--- src/rtl/evo_pmux_port.sv ---
// evo_pmux_port: per-port pin multiplexer.
// Each pin is driven by its lowest-index claiming source. Pins claimed by
// more than one source are flagged as conflicts, which are recorded in a sticky
// CONF register and counted in a saturating 16-bit CNT register. Pad inputs
// pass through a 2-flop synchronizer before they are returned to the pmux.
// Optional feature: define EVO_PMUX_PORT_FILTER_EN to add a per-pin stability
// filter of FILT_CYCLES cycles after the synchronizer.
module evo_pmux_port #(
  parameter int PORT_DWIDTH    = 32,
  parameter int MUX_WIDTH      = 16,
  parameter int CSR_AWIDTH     = 8,
  parameter int CSR_DWIDTH     = 32,
  parameter int FILT_CYCLES    = 4,
  parameter int PORT_CONF_ADDR = 0,
  parameter int PORT_CNT_ADDR  = 1
) (
  input  logic                             clk,
  input  logic                             rstn,
  input  logic [PORT_DWIDTH*MUX_WIDTH-1:0] pmux_dir_i,
  input  logic [PORT_DWIDTH*MUX_WIDTH-1:0] pmux_out_i,
  input  logic [PORT_DWIDTH*MUX_WIDTH-1:0] pmux_en_i,
  output logic [PORT_DWIDTH-1:0]           pmux_in_o,
  output logic [PORT_DWIDTH-1:0]           pin_out_o,
  output logic [PORT_DWIDTH-1:0]           pin_oe_o,
  input  logic [PORT_DWIDTH-1:0]           pin_in_i,
  input  logic [CSR_AWIDTH-1:0]            avs_csr_address,
  input  logic                             avs_csr_read,
  input  logic                             avs_csr_write,
  input  logic [CSR_DWIDTH-1:0]            avs_csr_writedata,
  output logic [CSR_DWIDTH-1:0]            avs_csr_readdata,
  output logic                             avs_csr_readdatavalid,
  output logic                             avs_csr_waitrequest,
  output logic                             avs_csr_waitresponse
);

  // CSR handshake: waitrequest is held low, so a read or write is accepted in
  // every cycle it is asserted; read data is returned exactly one cycle later
  // with readdatavalid high for that single cycle (also for unmapped addresses).

  logic [PORT_DWIDTH-1:0] oe_d, out_d, claimed, conflict;
  logic [PORT_DWIDTH-1:0] pin_oe_q, pin_out_q;
  logic [PORT_DWIDTH-1:0] conf_q, conf_d, conf_clr;
  logic [15:0]            cnt_q, cnt_d;
  logic [CSR_DWIDTH-1:0]  rdata_q, rdata_d;
  logic                   rdv_q;
  logic [PORT_DWIDTH-1:0] sync1_q, sync2_q;
  logic                   sel_conf, sel_cnt;

  assign sel_conf = (avs_csr_address == CSR_AWIDTH'(PORT_CONF_ADDR));
  assign sel_cnt  = (avs_csr_address == CSR_AWIDTH'(PORT_CNT_ADDR));

  // Priority select per pin: first claiming source wins, any later claim is a conflict.
  always_comb begin
    oe_d     = '0;
    out_d    = '0;
    claimed  = '0;
    conflict = '0;
    for (int p = 0; p < PORT_DWIDTH; p++) begin
      for (int s = 0; s < MUX_WIDTH; s++) begin
        if (pmux_en_i[PORT_DWIDTH*s+p]) begin
          if (claimed[p]) begin
            conflict[p] = 1'b1;
          end else begin
            claimed[p] = 1'b1;
            oe_d[p]    = pmux_dir_i[PORT_DWIDTH*s+p];
            out_d[p]   = pmux_out_i[PORT_DWIDTH*s+p];
          end
        end
      end
    end
  end

  // CSR next-state: W1C clear on CONF (set wins), clear-on-write CNT (clear wins), read mux.
  always_comb begin
    conf_clr = '0;
    rdata_d  = '0;
    for (int i = 0; i < PORT_DWIDTH; i++) begin
      if (i < CSR_DWIDTH && avs_csr_write && sel_conf) conf_clr[i] = avs_csr_writedata[i];
    end
    conf_d = (conf_q & ~conf_clr) | conflict;
    if (avs_csr_write && sel_cnt) begin
      cnt_d = '0;
    end else if ((|conflict) && (cnt_q != 16'hFFFF)) begin
      cnt_d = cnt_q + 16'd1;
    end else begin
      cnt_d = cnt_q;
    end
    if (sel_conf) begin
      for (int i = 0; i < CSR_DWIDTH; i++) begin
        if (i < PORT_DWIDTH) rdata_d[i] = conf_q[i];
      end
    end else if (sel_cnt) begin
      for (int i = 0; i < 16; i++) begin
        if (i < CSR_DWIDTH) rdata_d[i] = cnt_q[i];
      end
    end
  end

  // Pad drive, CSR state and read response registers.
  always_ff @(posedge clk or negedge rstn) begin
    if (!rstn) begin
      pin_oe_q  <= '0;
      pin_out_q <= '0;
      conf_q    <= '0;
      cnt_q     <= '0;
      rdata_q   <= '0;
      rdv_q     <= 1'b0;
    end else begin
      pin_oe_q  <= oe_d;
      pin_out_q <= out_d;
      conf_q    <= conf_d;
      cnt_q     <= cnt_d;
      rdv_q     <= avs_csr_read;
      if (avs_csr_read) rdata_q <= rdata_d;
    end
  end

  // Two-flop synchronizer for the asynchronous pad inputs.
  always_ff @(posedge clk or negedge rstn) begin
    if (!rstn) begin
      sync1_q <= '0;
      sync2_q <= '0;
    end else begin
      sync1_q <= pin_in_i;
      sync2_q <= sync1_q;
    end
  end

`ifdef EVO_PMUX_PORT_FILTER_EN
  logic [3:0]             filt_cnt_q [PORT_DWIDTH];
  logic [PORT_DWIDTH-1:0] filt_q;

  // Stability filter: accept a new level only after it has persisted FILT_CYCLES cycles.
  always_ff @(posedge clk or negedge rstn) begin
    if (!rstn) begin
      filt_q <= '0;
      for (int p = 0; p < PORT_DWIDTH; p++) filt_cnt_q[p] <= '0;
    end else begin
      for (int p = 0; p < PORT_DWIDTH; p++) begin
        if (sync2_q[p] != filt_q[p]) begin
          if (filt_cnt_q[p] == 4'(FILT_CYCLES - 1)) begin
            filt_q[p]     <= sync2_q[p];
            filt_cnt_q[p] <= '0;
          end else begin
            filt_cnt_q[p] <= filt_cnt_q[p] + 4'd1;
          end
        end else begin
          filt_cnt_q[p] <= '0;
        end
      end
    end
  end

  assign pmux_in_o = filt_q;
`else
  assign pmux_in_o = sync2_q;
`endif

  assign pin_oe_o              = pin_oe_q;
  assign pin_out_o             = pin_out_q;
  assign avs_csr_readdata      = rdata_q;
  assign avs_csr_readdatavalid = rdv_q;
  assign avs_csr_waitrequest   = 1'b0;
  assign avs_csr_waitresponse  = 1'b0;

endmodule

--- config.mk ---
export PLATFORM = sky130hd
export DESIGN_NAME = evo_pmux_port
export DESIGN_NICKNAME = d
export VERILOG_FILES = /design/src/rtl/evo_pmux_port.sv
export SDC_FILE = /design/constraint.sdc
export NUM_CORES = 1
export LEC_CHECK = 0
export CELL_PAD_IN_SITES_DETAIL_PLACEMENT = 1
export CELL_PAD_IN_SITES_GLOBAL_PLACEMENT = 2
export CORE_AREA = 2 2 685 687
export DETAILED_ROUTE_END_ITERATION = 16
export DIE_AREA = 0 0 687 689
export PLACE_DENSITY = 0.41
export SETUP_SLACK_MARGIN = 0.4
export SKIP_LAST_GASP = 1
export SLEW_MARGIN = 20
export SYNTH_ARGS = -nofsm -noshare
export SYNTH_HDL_FRONTEND = slang
export SYNTH_SLANG_ARGS = --single-unit
--- constraint.sdc ---
create_clock -name clk -period 4.76 [get_ports clk]
set_input_delay 0.952 -clock clk [delete_from_list [all_inputs] [get_ports clk]]
set_output_delay 0.952 -clock clk [all_outputs]
set_load 0.05 [all_outputs]
==> run_results.csv <==
group,metric,value,unit
run_status,status,"finished, final reports clean",
floorplan,dieArea,0.473,mm^2
pwr,vdd_ir_drop_max,0.230,mV
logic_synthesis,ys.flop_type,"dfrtp_1",
layout,syn2layout_area_growth,122,%
critical_path,crit_type,"primary input to register",
critical_path,crit_arrival,4950,ps
global_routing,grt_pass1_wl,486,mm
layout,fillCellCount,55600,
pwr,power.density,178,mW/mm^2
critical_path,path_max_fanout,6,
timing,timing.slew.headroom,23.3,%
placement,place_hpwl,361,mm
critical_path,endpoint,"cnt_q[4]$_DFFE_PN0P_",
logic_synthesis,ys_types,82,
critical_path,required,5390,ps
critical_path,worstSetupStartpoint,"pmux_en_i[271]",
clocking,clock_latency,720,ps
floorplan,initial_core_util,5.48,%
logic_synthesis,synth.most_common_cell,"a21oi_1",
placement,place_area,0.0547,mm^2
logic_synthesis,synth_compound_area_share,34.9,%
global_routing,first_global_vias,42900,
layout,utilization,12.2,%
routing,vias,41700,
logic_synthesis,synth-warning-count,0,
clocking,cts-root-buf,"clkbuf_16",
worst_hold_path,holdCritPathClass,"primary input to async pin",
timing,finalSetupViolCount,0,
routing,finalWirelength,392,mm
logic_synthesis,synth_area_leader_cell,"dfrtp_1",
pwr,leakagePower,19.7,nW
routing,ant_nets,0,
logic_synthesis,synthAdderAreaFrac,2.40,%
clocking,cts-htree-levels,2,
routing,wire_per_inst,31.8,um
routing,drt_iter0_drc,2059,
floorplan,die_x,687,um
clocking,clk_pin_slew_worst_paths,60,ps
timing,rsz0062_at_grt,"no",
critical_path,r2r_start,"cnt_q[6]$_DFFE_PN0P_",
logic_synthesis,synth_common_cells,"a21oi_1 (503), nand2_1 (448), nor2_1 (420)",
timing,worst_slew_pin_slew,1150,ps
routing,avgViaCountPerCell,3.38,
layout,drive_above_1_share,12.8,%
placement,finalWeightedCongestion,0.894,
logic_synthesis,synth_top_family_by_area,"compound AO/OA/AOI/OAI gates",
logic_synthesis,synthMuxAreaShare,7.35,%
logic_synthesis,synth_top_area_share,20.5,%
logic_synthesis,synthCells,3794,
floorplan,io_pins,1743,
flow_run,max-cap-violations,0,
critical_path,endpoint_kind,"register",
logic_synthesis,synth_edf_count,0,
critical_path,rr_worst_depth,8,
clocking,clock-sinks,209,
floorplan,die_h,689,um
floorplan,placementRows,251,
routing,dr.pass1.iters,5,
timing,hold_viol,0,
floorplan,coreArea,0.466,mm^2
logic_synthesis,ys_seq_elements,209,
layout,nets,7596,
timing,report.final.slew_viol_count,0,
timing,fmax,232,MHz
timing,finClkSkew,34.4,ps
layout,final_area,0.0568,mm^2
global_routing,grtUsageTotal,15.9,%
timing,min_period,4310,ps
critical_path,cp-start-kind,"primary input",
logic_synthesis,synthArstFlopShare,100,%
critical_path,rr_endpoint,"cnt_q[4]$_DFFE_PN0P_",
critical_path,reg2reg_slack,1940,ps
placement,portBuffers,1740,
timing,worst_hold_slack,220,ps
logic_synthesis,yosys.area_share.simple,29.5,%
clocking,cts_tree,"built",
global_routing,grt_max_degree,69,
clocking,cts_made_buffers,45,
routing,drc,0,
clocking,clock_path_buffers,3,
logic_synthesis,synth-xor-area-share,0,%
logic_synthesis,ys_seq_area_share,20.5,%
pwr,fin_total_pwr,0.0101,W
logic_synthesis,synthTopCellsByArea,"dfrtp_1 (20%), a21oi_1 (9.9%), o21ai_0 (6.8%)",
logic_synthesis,netlist_area,0.0255,mm^2
global_routing,grt_overflow,0,
clocking,cts_hold_buf,0,
timing,final.setup.tns,0,ps
logic_synthesis,postSynthAreaPerCell,6.73,um^2
timing,period_share,90.6,%
global_routing,antenna_found_initial,409,
-- sequential cells by signal, summed over array words and instances (netlist names) --
register               cells
sync1_q                   32
avs_csr_readdatavalid      1
avs_csr_readdata          32
pin_out_o                 32
cnt_q                     16
pmux_in_o                 32
pin_oe_o                  32
conf_q                    32
-- cells in the final DEF (no fill, tap or decap), types with 53 or more instances in the layout --
| master | Yosys | routed |
|---|---|---|
| clkdlybuf4s50_1 | 0 | 1734 |
| buf_4 | 2 | 572 |
| a21oi_1 | 503 | 503 |
| nand2_1 | 448 | 447 |
| nor2_1 | 420 | 417 |
| o21ai_0 | 348 | 348 |
| dfrtp_1 | 209 | 209 |
| inv_1 | 168 | 168 |
| mux2i_1 | 157 | 157 |
| nor3_1 | 144 | 143 |
| diode_2 | 0 | 120 |
| nor2b_1 | 84 | 84 |
| a211oi_1 | 83 | 79 |
| or3_1 | 80 | 78 |
| o22ai_1 | 77 | 77 |
| nand2b_1 | 60 | 60 |
| maj3_1 | 60 | 60 |
| nand3b_1 | 53 | 53 |
-- metal layers --
| metal | track usage (%) | routed length, um | vias up |
|---|---|---|---|
| met3 | 7.26 | 41900 | 695 |
| met2 | 27.2 | 186000 | 1722 |
| met5 | 0.235 | 1440 | - |
| met4 | 4.58 | 13500 | 218 |
| li1 | - | - | 18800 |
| met1 | 17.5 | 149000 | 20300 |
-- cells by family (layout without fill, tap and decap cells) --
kind of cell,Yosys count,count (layout)
muxes,184,184
AOI/OAI and AO/OA,1434,1434
DFF,209,209
adders and majority gates,61,61
buffers and inverters,360,2583
and+or+nand+nor,1545,1545
other,1,122
-- area by class of cell --
type                       instances  area, um^2  share of cell area [%]
timing repair buffer            2333       22100                    39.0
multi-input combinational       3226       19100                    33.6
tap                             6198        7750                    13.7
sequential                       209        5230                    9.21
clock buffer                      51        1220                    2.15
inverter                         168         631                    1.11
clock inverter                    31         405                   0.714
antenna                          120         300                   0.529
-- report_power, final --
part / total (W) / switching [W] / internal (W) / leakage [nW]
sequential: 0.00203 / 0.000129 / 0.00190 / 2.47
clock: 0.00383 / 0.00156 / 0.00227 / 0.778
combinational: 0.00427 / 0.00216 / 0.00211 / 16.5
-- worst max-delay path, stage by stage --
cell             delay [ps]
clkdlybuf4s50_1         450
or4_4                   520
buf_8                   160
or4_4                   500
o21a_1                  210
o31ai_2                 220
nand4_1                 100
buf_4                   170
or4_4                   590
nor4_4                  280
nand4_1                 140
buf_6                   160
buf_6                   130
a311oi_2                210
a41o_1                  120
-- worst min-delay path by stage --
stage                                  endpoint  slack (ps)
2_1_floorplan            pmux_in_o[0]$_DFF_PN0_         330
3_3_place_gp            pmux_in_o[14]$_DFF_PN0_         330
3_5_place_dp            pmux_in_o[14]$_DFF_PN0_         340
4_1_cts        avs_csr_readdata[19]$_DFFE_PN0P_         160
5_1_grt        avs_csr_readdata[19]$_DFFE_PN0P_         180
6_report       avs_csr_readdata[19]$_DFFE_PN0P_         220
-- through the flow --
stage / cells / setup slack [ps]
2_1_floorplan: 3795 / 642
3_3_place_gp: 12100 / -784
3_5_place_dp: 12100 / -795
4_1_cts: 12200 / 450
5_1_grt: 12300 / 356
6_report: 12300 / 446
-- repair_timing --
| action | 4_1_cts | 5_1_grt |
|---|---|---|
| buffers inserted | 0 | 1 |
| cloned | 0 | 2 |
| gates resized for setup | 8 | 28 |
| endpoints found under the setup margin | 16 | 16 |
| pin swaps | 1 | 10 |
(Power assumes the default switching activity.)
